--- src/rtl/mips_fetch_pkg.sv ---
`default_nettype none
// ----------------------------------------------------------------------------
// mips_fetch_pkg : shared types and sizing helpers for the fetch queue.
// Rev 1.0
// ----------------------------------------------------------------------------
package mips_fetch_pkg;

  localparam logic [31:0] FETCH_RESET_PC = 32'hbfc0_0000;

  typedef struct packed {
    logic [31:0] pc;
    logic [31:0] inst;
    logic        adel;
  } fetch_entry_t;

  function automatic int unsigned fetch_ptr_w(input int unsigned depth);
    return (depth > 1) ? $clog2(depth) : 1;
  endfunction

  function automatic int unsigned fetch_cnt_w(input int unsigned depth);
    return $clog2(depth + 1);
  endfunction

endpackage
`default_nettype wire

--- src/rtl/mips_fetch_queue_if.sv ---
`default_nettype none
// ----------------------------------------------------------------------------
// mips_fetch_queue_if : instruction SRAM port plus ID-stage valid/ready port.
// Rev 1.0
// ----------------------------------------------------------------------------
interface mips_fetch_queue_if;
  logic        inst_req;
  logic [31:0] inst_addr;
  logic        inst_addr_ok;
  logic        inst_data_ok;
  logic [31:0] inst_rdata;
  logic        out_valid;
  logic        out_ready;
  logic [31:0] out_pc;
  logic [31:0] out_inst;
  logic        out_adel;

  modport master (
    output inst_req, inst_addr, out_valid, out_pc, out_inst, out_adel,
    input  inst_addr_ok, inst_data_ok, inst_rdata, out_ready
  );

  modport slave (
    input  inst_req, inst_addr, out_valid, out_pc, out_inst, out_adel,
    output inst_addr_ok, inst_data_ok, inst_rdata, out_ready
  );
endinterface
`default_nettype wire

--- src/rtl/fetch_sync_fifo.sv ---
`default_nettype none
// ----------------------------------------------------------------------------
// fetch_sync_fifo : synchronous FIFO with flush; head reads 0 while empty.
// Rev 1.0
// ----------------------------------------------------------------------------
module fetch_sync_fifo
  import mips_fetch_pkg::*;
#(
  parameter int unsigned WIDTH = 32,
  parameter int unsigned DEPTH = 4
) (
  input  logic                             clk,
  input  logic                             reset,
  input  logic                             flush_i,
  input  logic                             push_i,
  input  logic [WIDTH-1:0]                 din_i,
  input  logic                             pop_i,
  output logic [WIDTH-1:0]                 dout_o,
  output logic [fetch_cnt_w(DEPTH)-1:0]    count_o
);
  localparam int unsigned PTR_W = fetch_ptr_w(DEPTH);
  localparam int unsigned CNT_W = fetch_cnt_w(DEPTH);

  logic [WIDTH-1:0] mem_q [DEPTH];
  logic [PTR_W-1:0] rd_ptr_q;
  logic [PTR_W-1:0] wr_ptr_q;
  logic [CNT_W-1:0] count_q;
  logic             do_push;
  logic             do_pop;

  // Explicit wrap keeps non-power-of-two depths (e.g. 3 outstanding) correct.
  function automatic logic [PTR_W-1:0] ptr_inc(input logic [PTR_W-1:0] p);
    return (p == PTR_W'(DEPTH - 1)) ? '0 : p + PTR_W'(1);
  endfunction

  assign do_pop  = pop_i && (count_q != '0);
  assign do_push = push_i && ((count_q != CNT_W'(DEPTH)) || do_pop);

  always_ff @(posedge clk) begin
    if (reset || flush_i) begin
      rd_ptr_q <= '0;
      wr_ptr_q <= '0;
      count_q  <= '0;
    end else begin
      if (do_push) begin
        mem_q[wr_ptr_q] <= din_i;
        wr_ptr_q        <= ptr_inc(wr_ptr_q);
      end
      if (do_pop) begin
        rd_ptr_q <= ptr_inc(rd_ptr_q);
      end
      count_q <= count_q + CNT_W'(do_push) - CNT_W'(do_pop);
    end
  end

  assign dout_o  = (count_q != '0) ? mem_q[rd_ptr_q] : '0;
  assign count_o = count_q;

endmodule
`default_nettype wire

--- src/rtl/mips_fetch_queue.sv ---
`default_nettype none
// ----------------------------------------------------------------------------
// mips_fetch_queue : pipelined instruction fetch with decoupling queue.
// FETCH_QUEUE_ADEL_EN adds the misaligned-PC address-error path.  Rev 1.0
// ----------------------------------------------------------------------------
module mips_fetch_queue
  import mips_fetch_pkg::*;
#(
  parameter int unsigned DEPTH     = 4,
  parameter int unsigned MAX_OUTST = 2,
  parameter logic [31:0] RESET_PC  = FETCH_RESET_PC
) (
  input  logic                 clk,
  input  logic                 reset,
  input  logic                 redirect_valid,
  input  logic [31:0]          redirect_pc,
  mips_fetch_queue_if.master   bus
);
  localparam int unsigned QCNT_W = fetch_cnt_w(DEPTH);
  localparam int unsigned OCNT_W = fetch_cnt_w(MAX_OUTST);

  logic [31:0]       fetch_pc_q, fetch_pc_d;
  logic [OCNT_W-1:0] discard_q, discard_d;
  logic [QCNT_W-1:0] q_count;
  logic [OCNT_W-1:0] f_count;
  logic [31:0]       f_dout;
  fetch_entry_t      q_din, q_dout;
  logic              credit, hs, q_push, q_pop, adel_push;

  // Counting in-flight requests against queue space means a response always finds room.
  assign credit = !reset && !redirect_valid
               && ((32'(q_count) + 32'(f_count)) < DEPTH)
               && (32'(f_count) < MAX_OUTST);

`ifdef FETCH_QUEUE_ADEL_EN
  logic misaligned;
  logic adel_sent_q, adel_sent_d;

  assign misaligned    = fetch_pc_q[1:0] != 2'b00;
  assign bus.inst_req  = credit && !misaligned;
  assign bus.inst_addr = fetch_pc_q;
  assign adel_push     = credit && misaligned && !adel_sent_q && (f_count == '0);

  always_comb begin
    adel_sent_d = adel_sent_q;
    if (redirect_valid) adel_sent_d = 1'b0;
    else if (adel_push) adel_sent_d = 1'b1;
  end

  always_ff @(posedge clk) begin
    if (reset) adel_sent_q <= 1'b0;
    else       adel_sent_q <= adel_sent_d;
  end
`else
  assign bus.inst_req  = credit;
  assign bus.inst_addr = fetch_pc_q & ~32'h3;
  assign adel_push     = 1'b0;
`endif

  assign hs     = bus.inst_req && bus.inst_addr_ok;
  assign q_push = (bus.inst_data_ok && (discard_q == '0) && !redirect_valid) || adel_push;
  assign q_din  = adel_push ? '{pc: fetch_pc_q, inst: 32'h0, adel: 1'b1}
                            : '{pc: f_dout, inst: bus.inst_rdata, adel: 1'b0};
  assign q_pop  = bus.out_valid && bus.out_ready;

  always_comb begin
    fetch_pc_d = fetch_pc_q;
    discard_d  = discard_q;
    if (redirect_valid) begin
      fetch_pc_d = redirect_pc;
      // Everything still in flight after this cycle belongs to the old stream.
      discard_d  = OCNT_W'(32'(f_count) + 32'(hs) - 32'(bus.inst_data_ok));
    end else begin
      if (hs) fetch_pc_d = fetch_pc_q + 32'd4;
      if (bus.inst_data_ok && (discard_q != '0)) discard_d = discard_q - OCNT_W'(1);
    end
  end

  always_ff @(posedge clk) begin
    if (reset) begin
      fetch_pc_q <= RESET_PC;
      discard_q  <= '0;
    end else begin
      fetch_pc_q <= fetch_pc_d;
      discard_q  <= discard_d;
    end
  end

  fetch_sync_fifo #(
    .WIDTH ($bits(fetch_entry_t)),
    .DEPTH (DEPTH)
  ) u_queue (
    .clk     (clk),
    .reset   (reset),
    .flush_i (redirect_valid),
    .push_i  (q_push),
    .din_i   (q_din),
    .pop_i   (q_pop),
    .dout_o  (q_dout),
    .count_o (q_count)
  );

  fetch_sync_fifo #(
    .WIDTH (32),
    .DEPTH (MAX_OUTST)
  ) u_inflight (
    .clk     (clk),
    .reset   (reset),
    .flush_i (1'b0),
    .push_i  (hs),
    .din_i   (bus.inst_addr),
    .pop_i   (bus.inst_data_ok),
    .dout_o  (f_dout),
    .count_o (f_count)
  );

  assign bus.out_valid = q_count != '0;
  assign bus.out_pc    = q_dout.pc;
  assign bus.out_inst  = q_dout.inst;
  assign bus.out_adel  = q_dout.adel;

endmodule
`default_nettype wire

--- src/flat_wrapper.sv ---
// flat-port wrapper written by rule: the top's interface ports become plain ports
module mips_fetch_queue_flat import mips_fetch_pkg::*;
#(
  parameter int unsigned DEPTH     = 4,
  parameter int unsigned MAX_OUTST = 2,
  parameter logic [31:0] RESET_PC  = FETCH_RESET_PC
)
  (clk, reset, redirect_valid, redirect_pc, bus_inst_req, bus_inst_addr, bus_out_valid, bus_out_pc, bus_out_inst, bus_out_adel, bus_inst_addr_ok, bus_inst_data_ok, bus_inst_rdata, bus_out_ready);
  mips_fetch_queue_if bus_i ();
  input  logic clk;
  input  logic reset;
  input  logic redirect_valid;
  input  logic [31:0] redirect_pc;
  output wire logic [$bits(bus_i.inst_req)-1:0] bus_inst_req;
  output wire logic [$bits(bus_i.inst_addr)-1:0] bus_inst_addr;
  output wire logic [$bits(bus_i.out_valid)-1:0] bus_out_valid;
  output wire logic [$bits(bus_i.out_pc)-1:0] bus_out_pc;
  output wire logic [$bits(bus_i.out_inst)-1:0] bus_out_inst;
  output wire logic [$bits(bus_i.out_adel)-1:0] bus_out_adel;
  input wire logic [$bits(bus_i.inst_addr_ok)-1:0] bus_inst_addr_ok;
  input wire logic [$bits(bus_i.inst_data_ok)-1:0] bus_inst_data_ok;
  input wire logic [$bits(bus_i.inst_rdata)-1:0] bus_inst_rdata;
  input wire logic [$bits(bus_i.out_ready)-1:0] bus_out_ready;
  assign bus_inst_req = bus_i.inst_req;
  assign bus_inst_addr = bus_i.inst_addr;
  assign bus_out_valid = bus_i.out_valid;
  assign bus_out_pc = bus_i.out_pc;
  assign bus_out_inst = bus_i.out_inst;
  assign bus_out_adel = bus_i.out_adel;
  assign bus_i.inst_addr_ok = bus_inst_addr_ok;
  assign bus_i.inst_data_ok = bus_inst_data_ok;
  assign bus_i.inst_rdata = bus_inst_rdata;
  assign bus_i.out_ready = bus_out_ready;
  mips_fetch_queue #(.DEPTH(DEPTH), .MAX_OUTST(MAX_OUTST), .RESET_PC(RESET_PC)) u_core (.clk(clk), .reset(reset), .redirect_valid(redirect_valid), .redirect_pc(redirect_pc), .bus(bus_i));
endmodule
--- config.mk ---
export PLATFORM = sky130hd
export DESIGN_NAME = mips_fetch_queue_flat
export DESIGN_NICKNAME = d
export VERILOG_FILES = /design/src/rtl/mips_fetch_pkg.sv /design/src/rtl/mips_fetch_queue_if.sv /design/src/rtl/fetch_sync_fifo.sv /design/src/rtl/mips_fetch_queue.sv /design/src/flat_wrapper.sv
export SDC_FILE = /design/constraint.sdc
export NUM_CORES = 1
export LEC_CHECK = 0
export ABC_AREA = 1
export BUFFER_PORTS_ARGS = -buffer_cell sky130_fd_sc_hd__buf_2
export CORE_MARGIN = 1
export CORE_UTILIZATION = 45
export DETAILED_ROUTE_END_ITERATION = 7
export HOLD_SLACK_MARGIN = 0.08
export PLACE_DENSITY_LB_ADDON = 0.15
export SYNTH_ARGS = -nofsm -noshare
export SYNTH_HDL_FRONTEND = slang
export SYNTH_SLANG_ARGS = --single-unit
--- constraint.sdc ---
create_clock -name clk -period 4.8 [get_ports clk]
set_input_delay 0 -clock clk [delete_from_list [all_inputs] [get_ports clk]]
set_output_delay 0 -clock clk [all_outputs]
set_load 0.05 [all_outputs]
==> key figures, run 1 <==
Setup path
  – Critical-path top delay cell: inv_2
  – R2R depth: 11
  – RR Endpoint: u_core.fetch_pc_q[13]$_SDFFE_PP0P_
  – Worst Path Buf+Inv: 3
  – Critical Path End Type: primary output
  – CP startpoint kind: register
  – Crit Path Max Fanout: 68
  – Worst Path Arrival: just over 3 ns
  – Crit-path cells: inv_2 -> buf_4 -> o21ai_0 -> a21oi_1 -> buf_2
  – CP max stage delay: 0.75 ns
  – Worst reg2reg path startpoint: u_core.u_inflight.count_o[1]$_SDFF_PP0_
  – Crit Path Category: register to primary output
  – Reg2Reg Setup Slack: ~1.8 ns
  – Crit path required time: roughly 4.8 ns
  – Family with the most delay on the worst path: buffers and inverters

Yosys
  – Register area share after synthesis: 0.6919
  – YS warnings: 0
  – Compound-cell area share of the yosys netlist: 0.09739
  – Synth Area in Simple Gates: 0.1499
  – Fraction of registers with async set/reset: 0
  – Adder-Cell Fraction of Synth Area: 0.01328
  – Xor and xnor area share after synthesis: 0.01013
  – Yosys cell types: 34
  – Syn Std Cell Area: around 0.015 mm2
  – Dominant synthesized flop cell: edfxtp_1
  – Synth Area per Inst: 10.78 um2
  – Largest family of logic cells by synthesized area: simple AND/OR/NAND/NOR gates
  – #FFs+latches synth: 354
  – Mux share of post-synthesis cell area: 0
  – Cells after synthesis: 1,363
  – EDFF count, synth: 308

Clock network
  – H-tree depth: 2
  – Clk Tree Root Cell: clkbuf_16
  – Post-CTS Setup Repair Bufs: 0
  – Worst skew pair latency: 0.52 ns
  – Clk buf depth: 3
  – # clock sinks: 354
  – CTS tree: done
  – CTS clk-pin slew, worst paths: 0.06 ns
  – Number of buffers created by CTS: 38

Layout
  – Layout area overhead: 22.99%
  – # nets final: roughly 1.7k
  – Layout cells sized above 1: 0.1539
  – Ant. Diodes: 0
  – Post-route insts no fill: 2,066

GRT
  – Overflow after GRT: 0
  – Total track usage: 0.2060
  – Initial antenna violation count: 0
  – First-pass GRT wire length: ~53 mm
  – Grt met1 use: 0.2721
  – GR peak layer: met2
  – Vias in the first global route: 10.03k
  – Grt met3 use: 0.03293
  – GRT met2 Usage: 0.3501
  – Largest net degree at the start of global routing: 69

Floorplan
  – DIE AREA: 0.03339 mm2
  – Effective utilization at floorplan: 0.4610
  – Die X: roughly 180 um
  – Io pins: 169
  – Core area: 0.03188 mm2
  – Num rows: 65
  – Die Y: around 180 um

Drt
  – Wire per inst: approximately 17 um
  – First-pass DRT Iterations: 7
  – Total number of vias: 10.48k
  – # DRC: 0
  – Final antenna-violating net count: 0
  – Initial DRC Count: 611
  – Vias per cell: 5.071
  – WL final: roughly 34 mm

Pwr
  – P_leak: about 0.007 uW
  – Seq pwr share: 0.478
  – Sw Share: 0.2656
  – Clock power frac: 0.376
  – Max IR drop VDD: around 0.00035 V
  – Gate power share: 0.146
  – PwrDens: 422.4 mW/mm2
  – Int Pwr: 5608 uW
  – Sw Pwr: 2028 uW

STA
  – Least-Margin Pin Slew: 1.007 ns
  – RSZ-0062 raised after global routing: no
  – Post-Route Skew: 0.01429 ns
  – Crit path time final: 3.062 ns
  – Tcrit/Tclk final: 0.6379
  – # setup viols final: 0
  – Pins over their slew limit: 0
  – F_max: 326.6 MHz
  – Worst slew margin: 0.3279
  – Min setup slack post-route: 1.738 ns
  – Fin. Hold Viols: 0
  – Setup tns final: 0 ns

Min path
  – WHS Path Cells: 2
  – Hold Crit Start: bus_inst_rdata[25]
  – Hold WC Path Type: input port to register
  – Worst Hold End: u_core.u_queue.mem_q[1][25]$_DFFE_PP_

Run
  – Max cap viols: 0

Placement
  – Port Buffer Count: roughly 160
  – Placed Cells: 1,910
  – Post-Place Setup Slack: approximately 2 ns
  – Post-detail-place hpwl: between 15 and 20 mm
  – Routability cong.: between 0.8 and 0.9

Run status
  – Status: complete, no violations
cell families (layout without fill, tap and decap cells):
logic type,count (synthesis),in the layout
compound gates,281,281
simple gates,561,561
buf+inv,134,398
fa+ha+maj,15,15
xor+xnor,17,17
flops,354,354
other cells,1,5
registers in the layout, summed over array words and instances (netlist names), named ones only:
name	cells
u_core.u_queue.mem_q	248
u_core.u_inflight.mem_q	60
u_core.fetch_pc_q	30
u_core.u_queue.count_o	3
u_core.discard_q	2
u_core.u_inflight.count_o	2
u_core.u_queue.rd_ptr_q	2
u_core.u_queue.wr_ptr_q	2
u_core.u_inflight.rd_ptr_q	1
u_core.u_inflight.wr_ptr_q	1
through the flow:
step                      hold slack [ns]    util  area (um2)  power [uW]
after detailed placement           0.2159  0.5002       15950        4768
after floorplan                   0.09887       -       14710        4427
after global placement             0.2143  0.5002       15950        4751
final                              0.2347  0.5670       18080        7636
after CTS                          0.2150  0.5670       18080        7700
after global routing               0.2303  0.5670       18080        7938
timing repair:
action / in CTS / in global routing
resized for setup: 0 / 0
hold buffers: 91 / 0
hold endpoints to repair: 171 / 0
cell usage in the layout, fill, tap and decap left out, types with 2 or more instances in the layout:
cell type,Yosys,routed
nand3_1,30,30
clkinv_2,0,4
inv_2,3,3
clkbuf_16,0,39
inv_1,59,59
conb_1,1,5
nand2_1,198,198
nor2_4,1,5
a31oi_1,2,2
nor2_1,315,308
o211ai_1,2,2
nor2_2,3,6
clkbuf_1,49,10
nand4_1,3,3
nor3_1,3,3
o21ai_0,147,147
xor2_1,10,10
bufinv_16,0,5
dlygate4sd3_1,0,91
ha_1,14,14
buf_4,6,18
buf_2,10,161
clkinv_1,0,5
or2_2,3,3
xnor2_1,7,7
a22oi_1,2,2
edfxtp_1,308,308
dfxtp_1,46,44
a21oi_1,124,124
nand3b_1,3,3
Yosys cell counts, types with 2 or more instances:
master | n | area [um2]
nor2_1 | 315 | 1182
edfxtp_1 | 308 | 9249
nand2_1 | 198 | 743.2
o21ai_0 | 147 | 735.7
a21oi_1 | 124 | 620.6
inv_1 | 59 | 221.5
clkbuf_1 | 49 | 183.9
dfxtp_1 | 46 | 920.9
nand3_1 | 30 | 150.1
ha_1 | 14 | 175.2
buf_2 | 10 | 50.05
xor2_1 | 10 | 87.58
xnor2_1 | 7 | 61.31
buf_1 | 6 | 22.52
buf_4 | 6 | 45.04
inv_2 | 3 | 11.26
nand3b_1 | 3 | 22.52
nand4_1 | 3 | 18.77
nor2_2 | 3 | 18.77
nor3_1 | 3 | 15.01
or2_2 | 3 | 18.77
a22oi_1 | 2 | 15.01
a31oi_1 | 2 | 12.51
o211ai_1 | 2 | 15.01
cell type report:
| cell class | count | area, um2 |
|---|---|---|
| fillers | 2736 | 13800 |
| flip-flops and latches | 354 | 10170 |
| multi-input cells | 879 | 4035 |
| repair buffers | 271 | 1872 |
| clock buffers | 49 | 1013 |
| well taps | 435 | 544.3 |
| inverters | 62 | 232.7 |
| clock inverters | 16 | 205.2 |
metal layers:
| metal | share of wire | vias to the layer above |
|---|---|---|
| met5 | 0 | - |
| met3 | 0.059 | 45 |
| met2 | 0.47 | 314 |
| li1 | - | 5150 |
| met1 | 0.45 | 4968 |
| met4 | 0.019 | 0 |
how the worst max path moves through the flow:
stage	endpoint	slack (ns)	depth (start not counted)
finish	bus_out_pc[10]	1.74	5
global route	bus_out_pc[10]	1.45	5
CTS	bus_out_pc[10]	1.67	5
detailed placement	u_core.u_queue.mem_q[3][8]$_DFFE_PP_	2.06	6
global placement	u_core.u_queue.mem_q[3][8]$_DFFE_PP_	2.08	6
floorplan	u_core.u_queue.mem_q[0][0]$_DFFE_PP_	0.68	5
power groups by stage:
stage | clock network, uW | logic, uW | registers, uW
finish | 2870 | 1120 | 3650
global route | 3060 | 1230 | 3660
CTS | 2930 | 1120 | 3650
detailed placement | 0 | 1060 | 3710
global placement | 0 | 1040 | 3710
floorplan | 0 | 680 | 3750
No activity file was read; power rests on OpenSTA's default activity.
==> inputs of run 2 (changes only) <==
Clock period 4.8 ns to 2.6 ns, I/O delays scaled along.
==> key figures, run 2 (same netlist as run 1, synthesis figures left out) <==
Clock network
  – Clk buf depth: 3 (unchanged)
  – Number of buffers created by CTS: 38 (unchanged)
  – H-tree depth: 2 (unchanged)
  – Clk Tree Root Cell: clkbuf_16
  – # clock sinks: 354 (unchanged)
  – CTS tree: done
  – CTS clk-pin slew, worst paths: 0.06 ns (about the same)
  – Worst skew pair latency: 0.52 ns (about the same)

Drt
  – First-pass DRT Iterations: 5 (-2)
  – Initial DRC Count: 664 (+8.7%)
  – Wire per inst: 16.62 um (+0.64%)
  – # DRC: 0 (unchanged)
  – WL final: 34.52 mm (+1.2%)
  – Vias per cell: 5.041 (-0.59%)
  – Final antenna-violating net count: 0 (unchanged)
  – Total number of vias: 10.47k (-0.057%)

Floorplan
  – Die Y: 182.7 um (unchanged)
  – Effective utilization at floorplan: 0.4610 (unchanged)
  – Core area: 0.03188 mm2 (unchanged)
  – Io pins: 169 (unchanged)
  – Num rows: 65 (unchanged)
  – DIE AREA: 0.03339 mm2 (unchanged)
  – Die X: 182.7 um (unchanged)

STA
  – Crit path time final: 2.452 ns
  – F_max: 407.8 MHz
  – Least-Margin Pin Slew: 0.6076 ns (-0.3994 ns)
  – Setup tns final: 0 ns (unchanged)
  – Fin. Hold Viols: 0 (unchanged)
  – Worst slew margin: 0.5945 (+0.2666)
  – Worst hold slack: 0.2289 ns (-0.005799 ns)
  – Min setup slack post-route: 0.1481 ns (-1.590 ns)
  – Post-Route Skew: 0.01707 ns (+0.002778 ns)
  – # setup viols final: 0 (unchanged)
  – Tcrit/Tclk final: 0.9430
  – Pins over their slew limit: 0 (unchanged)

Layout
  – Layout area overhead: 24.39%
  – Filler Cell Count: 2,659 (-2.8%)
  – Ant. Diodes: 0 (unchanged)
  – # nets final: 1,697 (+0.35%)
  – Layout cells sized above 1: 0.1687 (+0.01480)
  – Max reg flops: 248 (unchanged)
  – Most frequent cells in the layout: edfxtp_1, nor2_1, nand2_1, buf_2, o21ai_0
  – Final non-filler cell area: 0.01828 mm2 (+1.1%)
  – Largest regs: u_core.u_queue.mem_q: 248 flops, u_core.u_inflight.mem_q: 60 flops, u_core.fetch_pc_q: 30 flops
  – Largest Register: u_core.u_queue.mem_q
  – Most common cell after layout, fill and taps aside: edfxtp_1

Placement
  – Placed Area: 0.01613 mm2 (+1.2%)
  – Post-detail-place hpwl: 20.12 mm (+0.92%)
  – Port Buffer Count: 161 (unchanged)
  – Post-Place Setup Slack: 0.04911 ns (-2.010 ns)
  – Routability cong.: 0.8586 (-3.6%)

GRT
  – First-pass GRT wire length: 54.09 mm (+1.5%)
  – Largest net degree at the start of global routing: 89 (+29%)
  – GR peak layer: met2
  – Grt met1 use: 0.2875 (+0.01537)
  – GRT met2 Usage: 0.3440 (-0.006107)
  – Initial antenna violation count: 0 (unchanged)
  – Total track usage: 0.2084 (+0.002399)
  – Grt met3 use: 0.03412 (+0.001197)
  – Vias in the first global route: 10.13k (+1.1%)
  – Overflow after GRT: 0 (unchanged)

Setup path
  – Worst Path Arrival: 2.89 ns (-0.17 ns)
  – Crit Path Category: register to register
  – Crit path required time: 3.04 ns (-1.76 ns)
  – Reg2Reg Setup Slack: 0.15 ns (-1.63 ns)
  – CP startpoint kind: register
  – Critical Path End Type: register
  – Crit Path Max Fanout: 4 (-94%)

Pwr
  – PwrDens: 772.3 mW/mm2 (+83%)
  – Max IR drop VDD: 0.0006709 V (+92%)
  – P_leak: 0.006935 uW (+1.1%)

Run
  – Max cap viols: 0 (unchanged)

Min path
  – Hold WC Path Type: input port to register

Run status
  – Status: complete, no violations
-- run 2: power breakdown --
| group | switching, uW | leakage, uW | internal (uW) |
|---|---|---|---|
| registers | 145 | 0.00319 | 6580 |
| logic | 1540 | 0.00313 | 574 |
| clock network | 2100 | 0.000612 | 3180 |
| total | 3790 | 0.00693 | 10300 |
-- run 2: critical path: stages (launching register included) --
cell and delay, ns:
dfxtp_2 0.36, nor2_4 0.12, inv_1 0.04, or2_2 0.30, nand2_1 0.08, inv_1 0.08, ha_1 0.27, inv_1 0.07
ha_1 0.14, inv_1 0.05, fa_2 0.34, xnor2_1 0.15, or2_2 0.28, a21oi_1 0.12
-- run 2: path summary, 6_finish.rpt --
check,startpoint,end,cells after the start
max,u_core.u_queue.count_o[1]$_SDFF_PP0_,u_core.u_queue.count_o[2]$_SDFF_PP0_,13
min,bus_inst_rdata[28],u_core.u_queue.mem_q[3][28]$_DFFE_PP_,2
min reg2reg,u_core.u_inflight.rd_ptr_q$_SDFFE_PP0P_,u_core.u_inflight.rd_ptr_q$_SDFFE_PP0P_,1
max reg2reg,u_core.u_queue.count_o[1]$_SDFF_PP0_,u_core.u_queue.count_o[2]$_SDFF_PP0_,13
-- run 2: stage by stage --
| step | util | std cells | total power, uW |
|---|---|---|---|
| after floorplan | - | 1367 | 8176 |
| after global placement | 0.5060 | 1920 | 8828 |
| after detailed placement | 0.5060 | 1920 | 8849 |
| after CTS | 0.5716 | 2073 | 14240 |
| after global routing | 0.5735 | 2077 | 14730 |
| final | 0.5735 | 2077 | 14120 |
-- run 2: layout make-up --
| type | instances | area, um2 | area share |
|---|---|---|---|
| repair buffers | 277 | 2012 | 0.1100 |
| inverters | 62 | 235.2 | 0.01287 |
| clock buffers | 44 | 1005 | 0.05495 |
| flip-flops and latches | 354 | 10180 | 0.5567 |
| multi-input cells | 879 | 4063 | 0.2222 |
| clock inverters | 26 | 246.5 | 0.01348 |
| well taps | 435 | 544.3 | 0.02977 |
-- run 2: timing repair --
item / 4_1_cts / 5_1_grt
endpoints found under the setup margin: 1 / 19
endpoints found under the hold margin: 173 / 0
resized for setup: 1 / 9
hold buffers: 83 / 0
setup buffers: 0 / 4
pin swaps: 0 / 2
-- run 2: per-layer routing --
metal	vias up	wire length (um)
met4	0	477
met5	-	0
met3	32	1710
li1	5165	-
met2	288	16330
met1	4986	16010
